**src/rtl/chinpo_mem_arbiter.sv**
```systemverilog
`default_nettype none
// +----------------------------------------------------------------------------+
// | Module   : chinpo_mem_arbiter                                              |
// | Purpose  : Shares the single-ported CHINPO memory between the CPU and a    |
// |            DMA/program-loader port. Sequences each access through          |
// |            IDLE -> ACCESS -> (WAIT) -> (CAPTURE) -> DONE and stalls the    |
// |            CPU control unit until its access is acknowledged.              |
// | Options  : CHINPO_ARB_CPU_PRIORITY_EN - when defined, the CPU always wins  |
// |            ties (fixed priority); otherwise ties alternate round-robin.    |
// | Revision : 1.0 - initial release                                           |
// +----------------------------------------------------------------------------+
module chinpo_mem_arbiter #(
   parameter int ADDR_W  = 16,
   parameter int DATA_W  = 16,
   parameter int MEM_LAT = 1
) (
   input  logic              CLK,
   input  logic              Reset,
   // CPU port
   input  logic              i_cpu_req,
   input  logic              i_cpu_we,
   input  logic [ADDR_W-1:0] i_cpu_addr,
   input  logic [DATA_W-1:0] i_cpu_wdata,
   output logic [DATA_W-1:0] o_cpu_rdata,
   output logic              o_cpu_ack,
   output logic              o_cpu_stall,
   // DMA / loader port
   input  logic              i_dma_req,
   input  logic              i_dma_we,
   input  logic [ADDR_W-1:0] i_dma_addr,
   input  logic [DATA_W-1:0] i_dma_wdata,
   output logic [DATA_W-1:0] o_dma_rdata,
   output logic              o_dma_ack,
   output logic              o_dma_stall,
   // Memory side
   output logic              o_mem_en,
   output logic              o_mem_we,
   output logic [ADDR_W-1:0] o_mem_addr,
   output logic [DATA_W-1:0] o_mem_wdata,
   input  logic [DATA_W-1:0] i_mem_rdata,
   output logic              o_grant_dma
);

   typedef enum logic [2:0] {
      S_IDLE    = 3'd0,
      S_ACCESS  = 3'd1,
      S_WAIT    = 3'd2,
      S_CAPTURE = 3'd3,
      S_DONE    = 3'd4
   } state_t;

   localparam logic [2:0] c_LAT     = 3'(MEM_LAT);
   localparam logic       c_OWN_CPU = 1'b0;
   localparam logic       c_OWN_DMA = 1'b1;

   // The wait counter is 3 bits wide, so the latency must fit in 1..7.
   if (MEM_LAT < 1 || MEM_LAT > 7) begin : g_bad_mem_lat
      $error("chinpo_mem_arbiter: MEM_LAT must be in 1..7");
   end

   state_t              r_state;
   logic                r_owner;
   logic [2:0]          r_cnt;
   logic                r_mem_en;
   logic                r_mem_we;
   logic [ADDR_W-1:0]   r_mem_addr;
   logic [DATA_W-1:0]   r_mem_wdata;
   logic [DATA_W-1:0]   r_cpu_rdata;
   logic [DATA_W-1:0]   r_dma_rdata;
   logic                r_cpu_ack;
   logic                r_dma_ack;
   logic                r_grant_dma;
`ifndef CHINPO_ARB_CPU_PRIORITY_EN
   logic                r_last_owner;
`endif

   logic                w_any_req;
   logic                w_pick_dma;
   logic                w_win_we;
   logic [ADDR_W-1:0]   w_win_addr;
   logic [DATA_W-1:0]   w_win_wdata;

   // Winner selection: DMA wins when it is alone, or on a tie when the
   // tie-break rule favours it.
`ifdef CHINPO_ARB_CPU_PRIORITY_EN
   assign w_pick_dma  = i_dma_req & ~i_cpu_req;
`else
   assign w_pick_dma  = i_dma_req & (~i_cpu_req | (r_last_owner == c_OWN_CPU));
`endif
   assign w_any_req   = i_cpu_req | i_dma_req;
   assign w_win_we    = w_pick_dma ? i_dma_we    : i_cpu_we;
   assign w_win_addr  = w_pick_dma ? i_dma_addr  : i_cpu_addr;
   assign w_win_wdata = w_pick_dma ? i_dma_wdata : i_cpu_wdata;

   // Access sequencer: arbitrate in IDLE, strobe memory, count read latency,
   // capture read data into the owner's register and pulse the owner's ack.
   always_ff @(posedge CLK or posedge Reset) begin
      if (Reset) begin
         r_state      <= S_IDLE;
         r_owner      <= c_OWN_CPU;
         r_cnt        <= 3'd0;
         r_mem_en     <= 1'b0;
         r_mem_we     <= 1'b0;
         r_mem_addr   <= '0;
         r_mem_wdata  <= '0;
         r_cpu_rdata  <= '0;
         r_dma_rdata  <= '0;
         r_cpu_ack    <= 1'b0;
         r_dma_ack    <= 1'b0;
         r_grant_dma  <= 1'b0;
`ifndef CHINPO_ARB_CPU_PRIORITY_EN
         r_last_owner <= c_OWN_DMA;
`endif
      end else begin
         case (r_state)
            S_IDLE: begin
               if (w_any_req) begin
                  // The memory-side registers double as the latched request.
                  r_owner     <= w_pick_dma;
                  r_grant_dma <= w_pick_dma;
                  r_mem_en    <= 1'b1;
                  r_mem_we    <= w_win_we;
                  r_mem_addr  <= w_win_addr;
                  r_mem_wdata <= w_win_wdata;
                  r_state     <= S_ACCESS;
               end
            end
            S_ACCESS: begin
               r_mem_en <= 1'b0;
               r_mem_we <= 1'b0;
               if (r_mem_we) begin
                  r_cpu_ack <= (r_owner == c_OWN_CPU);
                  r_dma_ack <= (r_owner == c_OWN_DMA);
                  r_state   <= S_DONE;
               end else begin
                  // Data is valid MEM_LAT cycles after the strobe; with a
                  // latency of one the very next cycle is the capture cycle.
                  r_cnt   <= c_LAT;
                  r_state <= (c_LAT == 3'd1) ? S_CAPTURE : S_WAIT;
               end
            end
            S_WAIT: begin
               r_cnt <= r_cnt - 3'd1;
               if (r_cnt <= 3'd2) begin
                  r_state <= S_CAPTURE;
               end
            end
            S_CAPTURE: begin
               if (r_owner == c_OWN_DMA) begin
                  r_dma_rdata <= i_mem_rdata;
               end else begin
                  r_cpu_rdata <= i_mem_rdata;
               end
               r_cpu_ack <= (r_owner == c_OWN_CPU);
               r_dma_ack <= (r_owner == c_OWN_DMA);
               r_state   <= S_DONE;
            end
            S_DONE: begin
               r_cpu_ack    <= 1'b0;
               r_dma_ack    <= 1'b0;
               r_grant_dma  <= 1'b0;
`ifndef CHINPO_ARB_CPU_PRIORITY_EN
               r_last_owner <= r_owner;
`endif
               r_state      <= S_IDLE;
            end
            default: begin
               r_state <= S_IDLE;
            end
         endcase
      end
   end

   assign o_cpu_rdata = r_cpu_rdata;
   assign o_cpu_ack   = r_cpu_ack;
   assign o_cpu_stall = i_cpu_req & ~r_cpu_ack;
   assign o_dma_rdata = r_dma_rdata;
   assign o_dma_ack   = r_dma_ack;
   assign o_dma_stall = i_dma_req & ~r_dma_ack;
   assign o_mem_en    = r_mem_en;
   assign o_mem_we    = r_mem_we;
   assign o_mem_addr  = r_mem_addr;
   assign o_mem_wdata = r_mem_wdata;
   assign o_grant_dma = r_grant_dma;

endmodule
`default_nettype wire

```
**config.mk**
```make
export PLATFORM = sky130hd
export DESIGN_NAME = chinpo_mem_arbiter
export DESIGN_NICKNAME = d
export VERILOG_FILES = /design/src/rtl/chinpo_mem_arbiter.sv
export SDC_FILE = /design/constraint.sdc
export NUM_CORES = 1
export LEC_CHECK = 0
export ABC_AREA = 1
export CORE_MARGIN = 2
export CORE_UTILIZATION = 42
export DETAILED_ROUTE_END_ITERATION = 10
export PLACE_DENSITY = 0.76
export SETUP_SLACK_MARGIN = 0.15
export SKIP_LAST_GASP = 1
export SLEW_MARGIN = 20
export SYNTH_ARGS = -nofsm -noshare
export SYNTH_HDL_FRONTEND = slang
export SYNTH_SLANG_ARGS = --single-unit
```
**constraint.sdc**
```tcl
create_clock -name CLK -period 3.07 [get_ports CLK]
set_clock_uncertainty 0.05 [all_clocks]
set_input_delay 0.614 -clock CLK [delete_from_list [all_inputs] [get_ports CLK]]
set_output_delay 0.614 -clock CLK [all_outputs]
set_load 0.01 [all_outputs]
```
* Yosys cells after proc, flatten, opt, wreduce, memory -nomap -nowiden *
Index checks and enable logic that the tools add are counted.

word-level totals
  logic and storage cells = 65
  output and inout port bits = 71
  ROM bits = 0
  flip-flop bits (word level) = 77
  memories = 0
  RAM bits = 0
  bits of input ports = 86
  latch bits = 0

cells by class
  div/mod/pow operators = 0
  shifts and indexed selects = 0
  eq/ne operators = 8
  reductions and logical operators = 13
  bitwise operators = 10
  mux-type cells = 19
  multiply operators = 0
  magnitude comparators = 1
  add/sub/neg operators = 1

operators with widths
  kind                                                                               count
  16-bit 2-to-1 mux                                                                  2
  2-bit AND reduction                                                                8
  3-bit 2-to-1 mux                                                                   4
  3-bit case mux with 4 select lines                                                 1
  2-bit inequality test (second input constant)                                      4
  3-bit by 2-bit equality test with 1-bit output (second input constant)             2
  1-bit 2-to-1 mux                                                                   6
  1-bit case mux with 2 select lines                                                 3
  1-bit case mux with 3 select lines                                                 2
  3-bit case mux with 2 select lines                                                 1
  2-bit nonzero test                                                                 3
  1-bit NOT                                                                          5
  1-bit AND                                                                          3
  3-bit by 1-bit equality test with 1-bit output (second input constant)             1
  3-bit equality test (second input constant)                                        1
  3-bit by 2-bit less-or-equal comparator with 1-bit output (second input constant)  1
  3-bit zero test                                                                    1
  3-bit nonzero test                                                                 1
  3-bit by 1-bit subtractor with 3-bit output (second input constant)                1
  1-bit OR                                                                           2

* Depth between registers and ports, before layout *
Gate-level depths: netlist of the first run.

  depth in word-level cells = 6
  depth in mapped cells = 8
  gate-level depth less buffers = 6

* Worst setup path after synthesis of the first run *
OpenSTA, ideal clock, no wires.

  path type = in2out
  start point = input i_dma_req
  end point = output o_dma_stall
  path buffers = 1
  required time = 2.406 ns
  slack = 1.427 ns
  arrival = 0.979 ns
  stages on the path = 3
  cell sequence = buf_2 > inv_1 > nor2_1

on the way
  longest elaborated chain between the ends = 1

RTL lines
  item                RTL line  RTL
  start: declaration  28        input logic i_dma_req,
  1-bit AND           179       assign o_dma_stall = i_dma_req & ~r_dma_ack;
  end: declaration    34        output logic o_dma_stall,

No other way between the ends.

* Final worst setup path of the first run *
Ends and elaborated chain as after synthesis.

==> qor.yml, run 1 <==
ir_drop_mv: 0.3237
power_switching_share: 0.3660
die_area_mm2: 0.009287
fill_cells: 729
wl_per_cell_um: 13.66
portBuffers: 156
drt_iter0_drc: 121
drcViolationCount: 0
drt.antenna.violating_nets: 0
overflow: 0
ff_latch_area_mm2: 0.001928
pwr-share-seq: 0.353
path_cells: "clkdlybuf4s50_1, inv_1, nor2_1, clkdlybuf4s50_1"
cp.depth: 4
ios: 157
clk_pin_slew_ns: 0.07
leakagePower_nw: 2.672
min_period_over_period: 0.8127
rsz0062_at_grt: "false"
worstSetupEndpoint: "o_dma_stall"
antenna_found_initial: 0
setup_violations: 0
synth_edf_count: 0
grt_max_degree: 46
vias: 3457
clockPowerShare: 0.184
postCtsResizedCells: 0
p_int_mw: 3.226
clockBufferDepth: 2
rrSetupSlack_ns: 1.28
crit_fanout: 3
setup_tns_ns: 0
coreArea_mm2: 0.008258
start_util: 0.4339
synth_area_leaders: "dfrtp_1 53%, nand2_1 26%, nand3_1 5.4%"
drive_gt1_frac: 0.04902
status: "finished, final reports clean"
fp.dieH_um: 96.37
wirelength_um: 9795
relSlewSlack: 0.5648
regToRegStartpoint: "r_owner$_DFFE_PP0P_"
syn_area_mm2: 0.003583
drv_slew: 0
numCtsBuffers: 9
final_nets: 695
grt_usage: 0.2152
timing.final.crit_period_ns: 2.495
synth_seq_area_share: 0.5381
multi_input_area_mm2: 0.001459
synth-seq-cells: 77
cp_common_cell: "clkdlybuf4s50_1"
worstSetupStartpoint: "i_dma_req"
syn_inst: 460
synth_top_area_cell: "dfrtp_1"
r2r_cells: 4
viasPerCell: 4.821
syn_nets: 548
row_count: 33
critPathRequiredTime_ns: 2.41
max_cap_violations: 0
yosys_warnings: 0
p_comb_frac: 0.463
postSynthAreaPerCell_um2: 7.790
dp_slack_ns: 0.5740
netlist.area_leader.share: 0.5307
r2r_end: "o_dma_rdata[7]$_DFFE_PP0P_"
synth_cell_types: 23
cts.htree.levels: 3
start_kind: "input port"
gp_congestion: 0.7912
layout_common_cells: "249 x nand2_1, 156 x clkdlybuf4s50_1, 76 x dfrtp_1"
synthArstFlopShare: 1.000
grt_pass1_wl_um: 15580
clk_latency_ns: 0.33
cts.sinks: 77
worstMarginPinSlew_ns: 0.6528
critical_path_class: "input port to output pin"
grt_pass1_vias: 3169
synthFlopType: "dfrtp_1"
power.density_mw_per_mm2: 937.3
root_buffer: "clkbuf_8"
post-dp-hpwl_um: 7042
slowest_delay_ns: 0.53
detail_route.first_pass.iterations: 4
max_freq_mhz: 400.8
arrival_ns: 1.83
p_sw_mw: 1.862
antenna_cells: 0
postCtsSetupRepairBufs: 0
mostFrequentLayoutCell: "nand2_1"
fin_ws_ns: 0.5749
cts_tree: "built"
holdBufCountCts: 0
path_delay_family: "buffers and inverters"
hold_class: "register to register"
die_x_um: 96.37
area_delta_synth_final_pct: 51.50
end_kind: "output pin"
crit_buf_inv: 3
cpMaxStageDelayCell: "clkdlybuf4s50_1"
hold_viol_final: 0
==> sequential cells by signal, summed over array words and instances, names as in the netlist <==
register and flops:
o_cpu_rdata 16, o_dma_rdata 16, o_mem_addr 16, o_mem_wdata 16, r_cnt 3, r_state 3, o_cpu_ack 1, o_dma_ack 1
o_grant_dma 1, o_mem_en 1, o_mem_we 1, r_last_owner 1, r_owner 1
==> final cells by class <==
cell class	instances	area share
flip-flops and latches	77	0.3552
clock buffers	11	0.02604
well taps	105	0.02420
clock inverters	5	0.01982
repair buffers	161	0.2968
multi-input cells	345	0.2687
inverters	13	0.009219
==> power by group through the flow <==
stage,clock [mW],sequential [mW],combinational [mW]
floorplan,0,1.96,0.998
global placement,0,1.79,2.33
detailed placement,0,1.81,2.38
CTS,0.953,1.80,2.39
global route,0.999,1.86,2.63
finish,0.937,1.80,2.36
==> through the flow <==
stage	cell area (um2)	hold WS, ns	cells	utilization	total power [mW]
global route	5429	0.4526	717	0.6574	5.493
detailed placement	5180	0.4156	701	0.6273	4.191
CTS	5429	0.4360	717	0.6574	5.139
global placement	5180	0.4119	701	0.6273	4.126
finish	5429	0.4311	717	0.6574	5.089
floorplan	3583	0.3989	460	-	2.962
==> worst min path at each step <==
stage                                            from                           to  slack (ns)  depth (start not counted)
after CTS                 o_mem_wdata[11]$_DFFE_PP0P_  o_mem_wdata[11]$_DFFE_PP0P_        0.44                          2
after global placement    o_mem_wdata[12]$_DFFE_PP0P_  o_mem_wdata[12]$_DFFE_PP0P_        0.41                          2
final                      o_mem_wdata[4]$_DFFE_PP0P_   o_mem_wdata[4]$_DFFE_PP0P_        0.43                          2
after detailed placement    o_mem_addr[9]$_DFFE_PP0P_    o_mem_addr[9]$_DFFE_PP0P_        0.42                          2
after global routing        o_mem_addr[0]$_DFFE_PP0P_    o_mem_addr[0]$_DFFE_PP0P_        0.45                          2
after floorplan                  r_cnt[0]$_DFFE_PP0P_         r_cnt[0]$_DFFE_PP0P_        0.40                          2
==> cells in the mapped netlist (2+ instances only) <==
cell / number
buf_2: 9
clkbuf_1: 9
dfrtp_1: 76
nor2_4: 3
inv_1: 10
inv_2: 3
o21ai_0: 37
nand2_1: 249
buf_6: 5
ha_1: 2
nor2_1: 7
nand3_1: 39
==> tightest hold or removal path, delay by kind of cell (launching register included) <==
kind,cells,cell delay (ns)
flip-flops,1,0.35
AND/OR/NAND/NOR,2,0.10
==> logic make-up after synthesis <==
group                    share of synthesized area
XOR/XNOR                                  0.002445
flip-flops                                  0.5381
buffers and inverters                      0.05482
AO/OA/AOI/OAI                              0.05901
AND/OR/NAND/NOR                             0.3387
adder cells (fa/ha/maj)                   0.006982
==> routing by layer <==
layer,global-route usage,routed length [um],vias to the layer above
met4,0.06221,106,0
met1,0.2841,4097,1629
met3,0.03569,391,8
li1,-,-,1735
met2,0.3663,5199,85
met5,0,0,-
No activity file was read; power rests on OpenSTA's default activity.
==> run 2: changes to the inputs <==
clock period = 2.48 ns   (was 3.07 ns; I/O delays follow)
==> run 2 against run 1 <==
- cell area about the same
- total power rose by 23%
- first-iteration DRC count shrank 5.8%
- non-clock buffer count increased by 2
- cell count grew 0.28%
- utilization is essentially flat
- global-route usage decreased by 0.089 points
- via count decreased by 0.58%
- clock power grew 15%
- count of clock-buffer cells in the layout did not move
- die area stayed put
- sequential share of layout area is essentially flat
==> qor.yml, run 2 (synthesis gave the netlist of run 1 again) <==
cts.sinks: 77
min_period_over_period: 0.9141
portBuffers: 156
power.density_mw_per_mm2: 1153
crit_fanout: 3
whs_ns: 0.4302
path_cells: "clkdlybuf4s50_1, inv_1, nor2_1, clkdlybuf4s50_1"
fin_util: 0.6577
antenna_found_initial: 0
detail_route.first_pass.iterations: 4
clockPowerShare: 0.172
viasPerCell: 4.780
fin_ws_ns: 0.2131
wirelength_um: 10090
overflow: 0
final_nets: 697
clk_latency_ns: 0.34
gp_congestion: 0.8152
coreArea_mm2: 0.008258
leakagePower_nw: 2.673
start_kind: "input port"
cts_tree: "built"
ios: 157
mostFrequentLayoutCell: "nand2_1"
cts.htree.levels: 3
area_delta_synth_final_pct: 51.57
critical_path_class: "input port to output pin"
p_int_mw: 3.931
power.total_mw: 6.261
relSlewSlack: 0.6237
die_x_um: 96.37
critPathRequiredTime_ns: 1.93
timing.final.crit_period_ns: 2.267
placed_area_mm2: 0.005197
clockBufferDepth: 2
slowest_delay_ns: 0.54
wl_per_cell_um: 14.04
cp_common_cell: "clkdlybuf4s50_1"
cpMaxStageDelayCell: "clkdlybuf4s50_1"
antenna_cells: 0
row_count: 33
max_cap_violations: 0
fill_cells: 728
hold_viol_final: 0
drv_slew: 0
drive_gt1_frac: 0.05375
rsz0062_at_grt: "false"
grt_usage: 0.2143
start_util: 0.4339
die_area_mm2: 0.009287
root_buffer: "clkbuf_8"
final_cells: 719
drt_iter0_drc: 114
setup_tns_ns: 0
path_delay_family: "buffers and inverters"
pwr-share-seq: 0.351
layout_common_cells: "249 x nand2_1, 156 x clkdlybuf4s50_1, 76 x dfrtp_1"
grt_pass1_vias: 3271
setup_violations: 0
vias: 3437
grt_pass1_wl_um: 15480
postCtsSetupRepairBufs: 0
power_switching_share: 0.3721
max_freq_mhz: 441.1
drt.antenna.violating_nets: 0
status: "finished, final reports clean"
grt_max_degree: 60
crit_buf_inv: 3
dp_slack_ns: 0.2168
dp_cells: 703
worstMarginPinSlew_ns: 0.5637
clk_pin_slew_ns: 0.07
end_kind: "output pin"
numCtsBuffers: 9
ir_drop_mv: 0.4374
fp.dieH_um: 96.37
final_area_mm2: 0.005431
drcViolationCount: 0
postCtsResizedCells: 0
hold_class: "register to register"
arrival_ns: 1.72
p_comb_frac: 0.477
post-dp-hpwl_um: 7153
holdBufCountCts: 0
p_sw_mw: 2.330
[run 2: final cells by class]
cell class | count | area (um2) | share of cell area
Sequential cell | 77 | 1928 | 0.3550
Timing Repair Buffer | 163 | 1627 | 0.2995
Multi-Input combinational cell | 345 | 1459 | 0.2686
Clock buffer | 11 | 151.4 | 0.02787
Tap cell | 105 | 131.4 | 0.02419
Clock inverter | 5 | 82.58 | 0.01520
Inverter | 13 | 52.55 | 0.009675
[run 2: worst reg2reg max path: stages (launching register included)]
cell	delay [ns]
dfrtp_1	0.44
nor2_4	0.19
nand2_4	0.23
nor2_4	0.39
nand2_1	0.12
nand2_1	0.10
[run 2: power groups by stage]
stage               combinational (mW)  clock [mW]  sequential [mW]
CTS                               3.03        1.10             2.20
global route                      3.29        1.15             2.26
global placement                  2.94           0             2.18
detailed placement                3.01           0             2.21
finish                            2.98        1.08             2.20
floorplan                         1.24           0             2.43
[run 2: path summary, 6_finish.rpt]
kind / from / endpoint / slack, ns / cells after the start
max in group asynchronous: Reset / r_last_owner$_DFFE_PP1P_ / 1.23 / 3
max: i_dma_req / o_dma_stall / 0.21 / 4
min: o_mem_addr[9]$_DFFE_PP0P_ / o_mem_addr[9]$_DFFE_PP0P_ / 0.43 / 2
max reg2reg: r_state[2]$_DFFE_PP0P_ / o_dma_rdata[4]$_DFFE_PP0P_ / 0.91 / 5
min in group asynchronous: Reset / o_dma_rdata[4]$_DFFE_PP0P_ / 0.47 / 2
min reg2reg: o_mem_addr[9]$_DFFE_PP0P_ / o_mem_addr[9]$_DFFE_PP0P_ / 0.43 / 2
[run 2: per-layer routing]
layer / vias to the layer above / share of wire / GRT usage
met5: - / 0 / 0
met4: 0 / 0.027 / 0.08685
met3: 23 / 0.038 / 0.03646
met2: 85 / 0.51 / 0.3640
met1: 1593 / 0.42 / 0.2724
li1: 1736 / - / -
